<file path="config.mk">
export PLATFORM = sky130hd
export DESIGN_NAME = sync_queue
export DESIGN_NICKNAME = d
export VERILOG_FILES = /design/src/rtl/sync_queue_pkg.sv /design/src/rtl/sync_queue_storage.sv /design/src/rtl/sync_queue.sv
export SDC_FILE = /design/constraint.sdc
export NUM_CORES = 1
export LEC_CHECK = 0
export ABC_CLOCK_PERIOD_IN_PS = 2700
export CORE_UTILIZATION = 55
export CTS_BUF_LIST = sky130_fd_sc_hd__clkbuf_8
export DETAILED_ROUTE_END_ITERATION = 10
export GPL_ROUTABILITY_DRIVEN = 0
export PLACE_DENSITY = 0.79
export SETUP_SLACK_MARGIN = 0.1
export SLEW_MARGIN = 25
export SYNTH_ARGS = -nofsm -noshare
export SYNTH_HDL_FRONTEND = slang
export SYNTH_SLANG_ARGS = --single-unit
</file>
<file path="constraint.sdc">
create_clock -name clk -period 2.7 [get_ports clk]
set_input_delay 0.81 -clock clk [delete_from_list [all_inputs] [get_ports clk]]
set_output_delay 0.81 -clock clk [all_outputs]
set_load 0.05 [all_outputs]
</file>
<file path="src/rtl/sync_queue_pkg.sv">
// Shared constants, pointer type and flag helper for sync_queue.
// Ports: none (package).
package sync_queue_pkg;

  localparam int DEFAULT_WIDTH = 8;
  localparam int DEFAULT_DEPTH = 4;

  // One extra pointer bit over the index width gives the wrap lap bit.
  function automatic int ptrBits(input int depth);
    return $clog2(depth) + 1;
  endfunction

  localparam int PTR_W = ptrBits(DEFAULT_DEPTH);

  typedef logic [PTR_W-1:0] ptr_t;

  // Full when the index bits match but the pointers are a lap apart.
  function automatic logic is_full(
    input logic [31:0] wrPtr,
    input logic [31:0] rdPtr,
    input int          addrW
  );
    logic [31:0] diff;
    logic [31:0] mask;
    diff = wrPtr ^ rdPtr;
    mask = (32'd1 << addrW) - 32'd1;
    return ((diff & mask) == 32'd0) && diff[addrW];
  endfunction

endpackage

</file>
<file path="src/rtl/sync_queue_storage.sv">
// queue_storage: WIDTH x DEPTH register array, sync write, async read.
// Ports: clk, we, waddr, wdata, raddr, rdata. No reset on the array.
module queue_storage #(
  parameter int WIDTH  = 8,
  parameter int DEPTH  = 4,
  parameter int ADDR_W = $clog2(DEPTH)
) (
  input  logic              clk,
  input  logic              we,
  input  logic [ADDR_W-1:0] waddr,
  input  logic [WIDTH-1:0]  wdata,
  input  logic [ADDR_W-1:0] raddr,
  output logic [WIDTH-1:0]  rdata
);

  logic [WIDTH-1:0] mem [DEPTH];

  always_ff @(posedge clk) begin
    if (we) mem[waddr] <= wdata;
  end

  assign rdata = mem[raddr];

endmodule

</file>
<file path="src/rtl/sync_queue.sv">
// sync_queue: show-ahead synchronous FIFO with push/pop handshake.
// Ports: clk, rst, wr_en, wr_data, rd_en, rd_data, full, empty, count;
// overflow/underflow sticky flags exist when SYNC_QUEUE_ERR_FLAGS_EN is defined.
module sync_queue
  import sync_queue_pkg::*;
#(
  parameter int WIDTH = DEFAULT_WIDTH,
  parameter int DEPTH = DEFAULT_DEPTH,
  localparam int ADDR_W = $clog2(DEPTH)
) (
  input  logic              clk,
  input  logic              rst,
  input  logic              wr_en,
  input  logic [WIDTH-1:0]  wr_data,
  input  logic              rd_en,
  output logic [WIDTH-1:0]  rd_data,
  output logic              full,
  output logic              empty,
`ifdef SYNC_QUEUE_ERR_FLAGS_EN
  output logic              overflow,
  output logic              underflow,
`endif
  output logic [ADDR_W:0]   count
);

  logic [ADDR_W:0]  wrPtr;
  logic [ADDR_W:0]  rdPtr;
  logic [ADDR_W:0]  countQ;
  logic [WIDTH-1:0] headWord;
  logic             pushOk;
  logic             popOk;

  assign empty  = (wrPtr == rdPtr);
  assign full   = is_full(32'(wrPtr), 32'(rdPtr), ADDR_W);
  assign pushOk = wr_en && !full;
  assign popOk  = rd_en && !empty;
  assign count  = countQ;

  queue_storage #(
    .WIDTH  (WIDTH),
    .DEPTH  (DEPTH),
    .ADDR_W (ADDR_W)
  ) uStorage (
    .clk   (clk),
    .we    (pushOk),
    .waddr (wrPtr[ADDR_W-1:0]),
    .wdata (wr_data),
    .raddr (rdPtr[ADDR_W-1:0]),
    .rdata (headWord)
  );

  // Stale storage must never leak out while empty.
  assign rd_data = empty ? '0 : headWord;

  always_ff @(posedge clk) begin
    if (rst) begin
      wrPtr  <= '0;
      rdPtr  <= '0;
      countQ <= '0;
    end else begin
      if (pushOk) wrPtr <= wrPtr + 1'b1;
      if (popOk)  rdPtr <= rdPtr + 1'b1;
      case ({pushOk, popOk})
        2'b10:   countQ <= countQ + 1'b1;
        2'b01:   countQ <= countQ - 1'b1;
        default: countQ <= countQ;
      endcase
    end
  end

`ifdef SYNC_QUEUE_ERR_FLAGS_EN
  always_ff @(posedge clk) begin
    if (rst) begin
      overflow  <= 1'b0;
      underflow <= 1'b0;
    end else begin
      if (wr_en && full)  overflow  <= 1'b1;
      if (rd_en && empty) underflow <= 1'b1;
    end
  end
`endif

endmodule

</file>
### Word-level counts from Yosys, hierarchy flattened

Memory sizes are Yosys's and may differ from the RTL's. A register that Yosys moved wholly into a read port is not among the register bits.
Cells that the tools add are included.

| word-level totals | value |
|---|---|
| memories | 1 |
| RAM bits | 32 |
| output and inout port bits | 13 |
| bits of input ports | 12 |
| flip-flop bits (word level) | 9 |

Memory list:

| memory | words | bits a word | read ports | clocked after memory_dff | wr ports | RTL line | source |
|---|---|---|---|---|---|---|---|
| uStorage.mem | 4 | 8 | 1 | 1 | 1 | sync_queue_storage.sv:16 | `logic [WIDTH-1:0] mem [DEPTH];` |

| cells by class | value |
|---|---|
| muxes and demuxes | 6 |
| reductions and logical operators | 7 |
| equality and inequality tests | 3 |
| bitwise operators | 1 |
| add/sub/neg operators | 4 |

Operators with widths:

| cell | number |
|---|---|
| $logic_not 32->1 | 1 |
| $add 3x1->3 const B | 3 |
| $mux 8 | 1 |
| $pmux 3 s2 | 1 |
| $mux 2 | 2 |
| $eq 3x3->1 | 1 |
| $logic_and 1x1->1 | 3 |
| $sub 3x1->3 const B | 1 |
| $xor 3x3->3 | 1 |
| $eq 2x1->1 const B | 1 |
| $eq 2x2->1 const B | 1 |
| $logic_not 1->1 | 2 |
| $mux 1 | 2 |
| $reduce_bool 2->1 | 1 |

### Longest topological paths before layout

| logic depth | value |
|---|---|
| depth after elaboration | 7 |
| depth in mapped cells | 10 |
| depth with buffers taken out | 9 |

### By module

From an unflattened synthesis, not the netlist that was laid out.

| unflattened totals | value |
|---|---|
| cells, all modules | 129 |
| area, all modules | 1861.8 um^2 |

By module, submodules not included:

| module | sequential area each (um^2) | area an instance (um^2) | instances | cells each |
|---|---|---|---|---|
| queue_storage | 960.9 | 1188.6 | 1 | 46 |
| sync_queue | 180.2 | 673.1 | 1 | 83 |

### Worst setup path after synthesis

OpenSTA, ideal clock, no wires.

| timing path | value |
|---|---|
| path kind | reg2out |
| from | register wrPtr[1] |
| to | output port rd_data[0] |
| data arrival time | 1.997 ns |
| path slack | -0.107 ns |
| buffers on the path | 1 |
| data required time | 1.890 ns |
| cell stages (with the launch flop) | 5 |
| path through | dfxtp_1 -> buf_2 -> xor2_1 -> nor3_2 -> nor2b_1 |

| between the ends | value |
|---|---|
| longest elaborated chain between the ends | 2 |

RTL lines:

| item | RTL line | source |
|---|---|---|
| from (decl) | sync_queue.sv:26 | `logic [ADDR_W:0] wrPtr;` |
| from (signal assigned) | sync_queue.sv:61 | `if (pushOk) wrPtr <= wrPtr + 1'b1;` |
| $eq 3x3->1 | sync_queue.sv:33 | `assign empty = (wrPtr == rdPtr);` |
| via empty | sync_queue.sv:18 | `output logic empty,` |
| $mux 8 | sync_queue.sv:53 | `assign rd_data = empty ? '0 : headWord;` |
| to (decl) | sync_queue.sv:16 | `output logic [WIDTH-1:0] rd_data,` |

The timed path passes the listed nets, and every way through them passes these cells.

### Worst setup path in the final report

| timing path | value |
|---|---|
| from | register wrPtr[1] |
| to | output port rd_data[7] |

| between the ends | value |
|---|---|
| longest elaborated chain between the ends | 2 |

RTL lines:

| item | RTL line |
|---|---|
| $eq 3x3->1 | sync_queue.sv:33 |
| $mux 8 | sync_queue.sv:53 |

Every way passes these cells.

==> impl_results.md <==
* IO Pins at 25
* Core ar. at 3363 um^2
* CP delay by family, top: flip-flops
* Crit-path most repeated cell: buf_4
* CTS Buffer Depth at 2
* Final hold vios at 0
* Register area share after synthesis at 61.02%
* Vias per cell at 5.711
* First-pass iteration count of the detailed router at 4
* Syn nets at around 160
* Total CTS buffers at 5
* Crit-path cells: xor2_2 > nor3_4 > buf_4 > nor2b_1 > buf_4
* Iteration-0 DRC Markers at 47
* Critical path's largest stage delay at 0.46 ns
* Share of layout cells above drive strength 1 at 23.84%
* Post-Route WL at 3772 um
* Reg2Reg Depth at 9
* Initial antenna violation count at 0
* DRC Markers at 0
* Min-delay src: count[2]
* Endpoints failing setup at 0
* Clk sink count at 43
* Overflow after GRT at 0
* Hold Path Class: flop to flop
* Post-route cell area at approximately 2400 um^2
* Startpoint class of the critical path: flop
* Die height at 61.33 um
* Post CTS Setup Buffer Count at 0
* Dpl ws at -0.06949 ns
* FILL cells at 251
* Setup_tns at 0 ns
* DR WL/cell at 17.30 um
* Reg2Reg Capture Point: count[2]
* Mapped Area at ~1900 um^2
* Die width at 61.33 um
* Synthesized area per cell at between 10 and 15 um^2
* Clock transition at path regs at 0.08 ns
* Vias at about 1200
* Slowest CP cell: dfxtp_2
* Status: finished, final reports clean
* P&R area growth vs syn at 24.24%
* Vias in the first global route at 1207
* Setup crit end kind: output port
* Post-route ant nets at 0
* Setup CP Type: flop to output port
* Layout Nets at 190
* Worst rel slew slack at 63.01%
* Total GRT Usage at 22.83%
* Die area at 3761 um^2
* YS warnings at 0
* Post-DP Area at 2277 um^2
* Synth Instances at 137
* Skew-Pair Late Insertion Delay at roughly 0.3 ns
* First-pass GRT wire length at 5809 um
* CP max FO at 9
* CP Data Required Time at between 1.5 and 2 ns
* Final core utilization at 71.50%
* Antenna cells at 0
* CP bufs+invs at 2
* Count of cell types in the netlist at 31
* Slew Viols, Final at 0
* Setup ws final at 0.2247 ns
* H-tree depth at 2
* Initial Util at 57.55%
* Tmin final at 2.475 ns
* Max-cap violations at 0
* Largest net degree at the start of global routing at 14
* Dpl hpwl at 2656 um
* Clock root cell: clkbuf_8
* Unrepaired setup endpoints after global routing: false
* Flop-to-flop setup slack at approximately 0.38 ns
* F_max at 0.4040 GHz
* Worst-Margin Slew at ~0.55 ns
* Yosys reg bits at 43
* Crit path arrival time at 1.67 ns
* Endpoint, Worst Hold: count[2]
* CTS tree: built
* Clk_skew at 0.007375 ns
* Fin crit share at between 90 and 100%
* Port Buf Inserts at 24
* Reg2reg start: rdPtr[0]
* WHS Path Cells at 2
* Num rows at 21
per-stage QoR:
step                cells  hold slack, ns
global placement      210          0.4668
global route          218          0.5377
CTS                   218          0.5157
floorplan             137          0.5014
finish                218          0.5049
detailed placement    210          0.5051
cells in the mapped netlist:
cell type | instances | area (um^2)
or4_1 | 1 | 7.510
and3_1 | 2 | 12.51
o21ai_0 | 4 | 20.02
inv_1 | 7 | 26.28
buf_1 | 1 | 3.750
nor2_1 | 4 | 15.01
a21oi_1 | 4 | 20.02
ha_1 | 6 | 75.07
nand3b_1 | 1 | 7.510
xor2_1 | 5 | 43.79
and2_1 | 3 | 18.77
buf_2 | 2 | 10.01
edfxtp_1 | 32 | 960.9
mux4_2 | 8 | 180.2
clkbuf_1 | 1 | 3.750
nand2_1 | 5 | 18.77
a31oi_1 | 5 | 31.28
dfxtp_1 | 11 | 220.2
o211ai_1 | 5 | 37.54
a211o_1 | 2 | 17.52
nor2b_1 | 10 | 62.56
or3_1 | 2 | 12.51
nor3b_1 | 4 | 30.03
a211oi_1 | 1 | 7.510
fa_1 | 1 | 20.02
a41oi_1 | 1 | 8.760
clkbuf_2 | 1 | 5.000
nand4_1 | 2 | 12.51
nor3_2 | 1 | 10.01
nand3_1 | 2 | 10.01
xnor2_1 | 3 | 26.28
cell usage in the layout (no fill, tap or decap), types with 3 or more instances in the layout:
| cell type | n |
|---|---|
| a21oi_1 | 4 |
| a31oi_1 | 5 |
| and2_1 | 3 |
| buf_4 | 16 |
| clkbuf_8 | 5 |
| clkdlybuf4s50_1 | 14 |
| dfxtp_1 | 7 |
| dfxtp_2 | 4 |
| edfxtp_1 | 32 |
| ha_1 | 6 |
| inv_1 | 9 |
| mux4_2 | 8 |
| nand2_1 | 5 |
| nor2_1 | 4 |
| nor2b_1 | 10 |
| nor3b_1 | 4 |
| o211ai_1 | 5 |
| o21ai_0 | 4 |
| xor2_1 | 3 |
worst max path at each step:
| stage | startpoint | to | slack [ns] | cells after the start |
|---|---|---|---|---|
| after floorplan | wrPtr[0] | rd_data[0] | 0.13 | 3 |
| after global placement | wr_en | count[2] | 0.005 | 10 |
| after detailed placement | wr_en | count[2] | -0.07 | 10 |
| after CTS | wrPtr[1] | full | 0.1 | 4 |
| after global routing | rdPtr[0] | full | 0.10 | 4 |
| final | wrPtr[1] | rd_data[7] | 0.22 | 5 |
logic make-up (layout without fill, tap and decap cells):
family,Yosys count,count (layout),share of synthesized area [%]
flops,43,43,61.02
simple gates,37,37,11.25
compound gates,22,22,7.370
buf+inv,12,47,2.521
xor+xnor,8,8,3.620
mux,8,8,9.308
fa+ha+maj,7,7,4.913
metal layers:
metal | share of wire (%) | GRT usage (%) | wire [um] | vias to the layer above
met2 | 54 | 37.73 | 2022 | 28
met4 | 1.3 | 8.766 | 50 | 0
met1 | 40 | 28.23 | 1505 | 624
li1 | - | - | - | 587
met3 | 5.1 | 7.143 | 194 | 6
met5 | 0 | 0 | 0 | -
worst register-to-register path: stages (launching register included):
cell     delay, ns
dfxtp_2       0.39
xnor2_2       0.37
a31oi_1       0.18
inv_1         0.09
ha_1          0.18
inv_1         0.06
fa_1          0.38
xor2_1        0.16
or3_1         0.30
a21oi_1       0.14
layout make-up:
type	instances	area, um^2	share of cell area, %
Multi-Input combinational cell	82	753.2	31.32
Sequential cell	43	1186	49.32
Tap cell	46	57.56	2.393
Clock buffer	5	68.82	2.862
Inverter	7	26.28	1.093
Clock inverter	3	12.51	0.5203
Timing Repair Buffer	32	300.3	12.49
flip-flops by register name, indices dropped and copies added (netlist names), named ones only:
| signal | cells |
|---|---|
| wrPtr | 3 |
| count | 3 |
| rdPtr | 3 |
| uStorage.mem | 32 |
what timing repair did:
item                                    in CTS  in global routing
hold buffers                                 0                  0
endpoints found under the setup margin       9                 10
gates resized for setup                      4                  5
hold endpoints to repair                     0                  0
pin swaps                                    0                  0
Power is not shown: default switching activity piles up to over one toggle a cycle in this logic, so the estimate is an artifact.
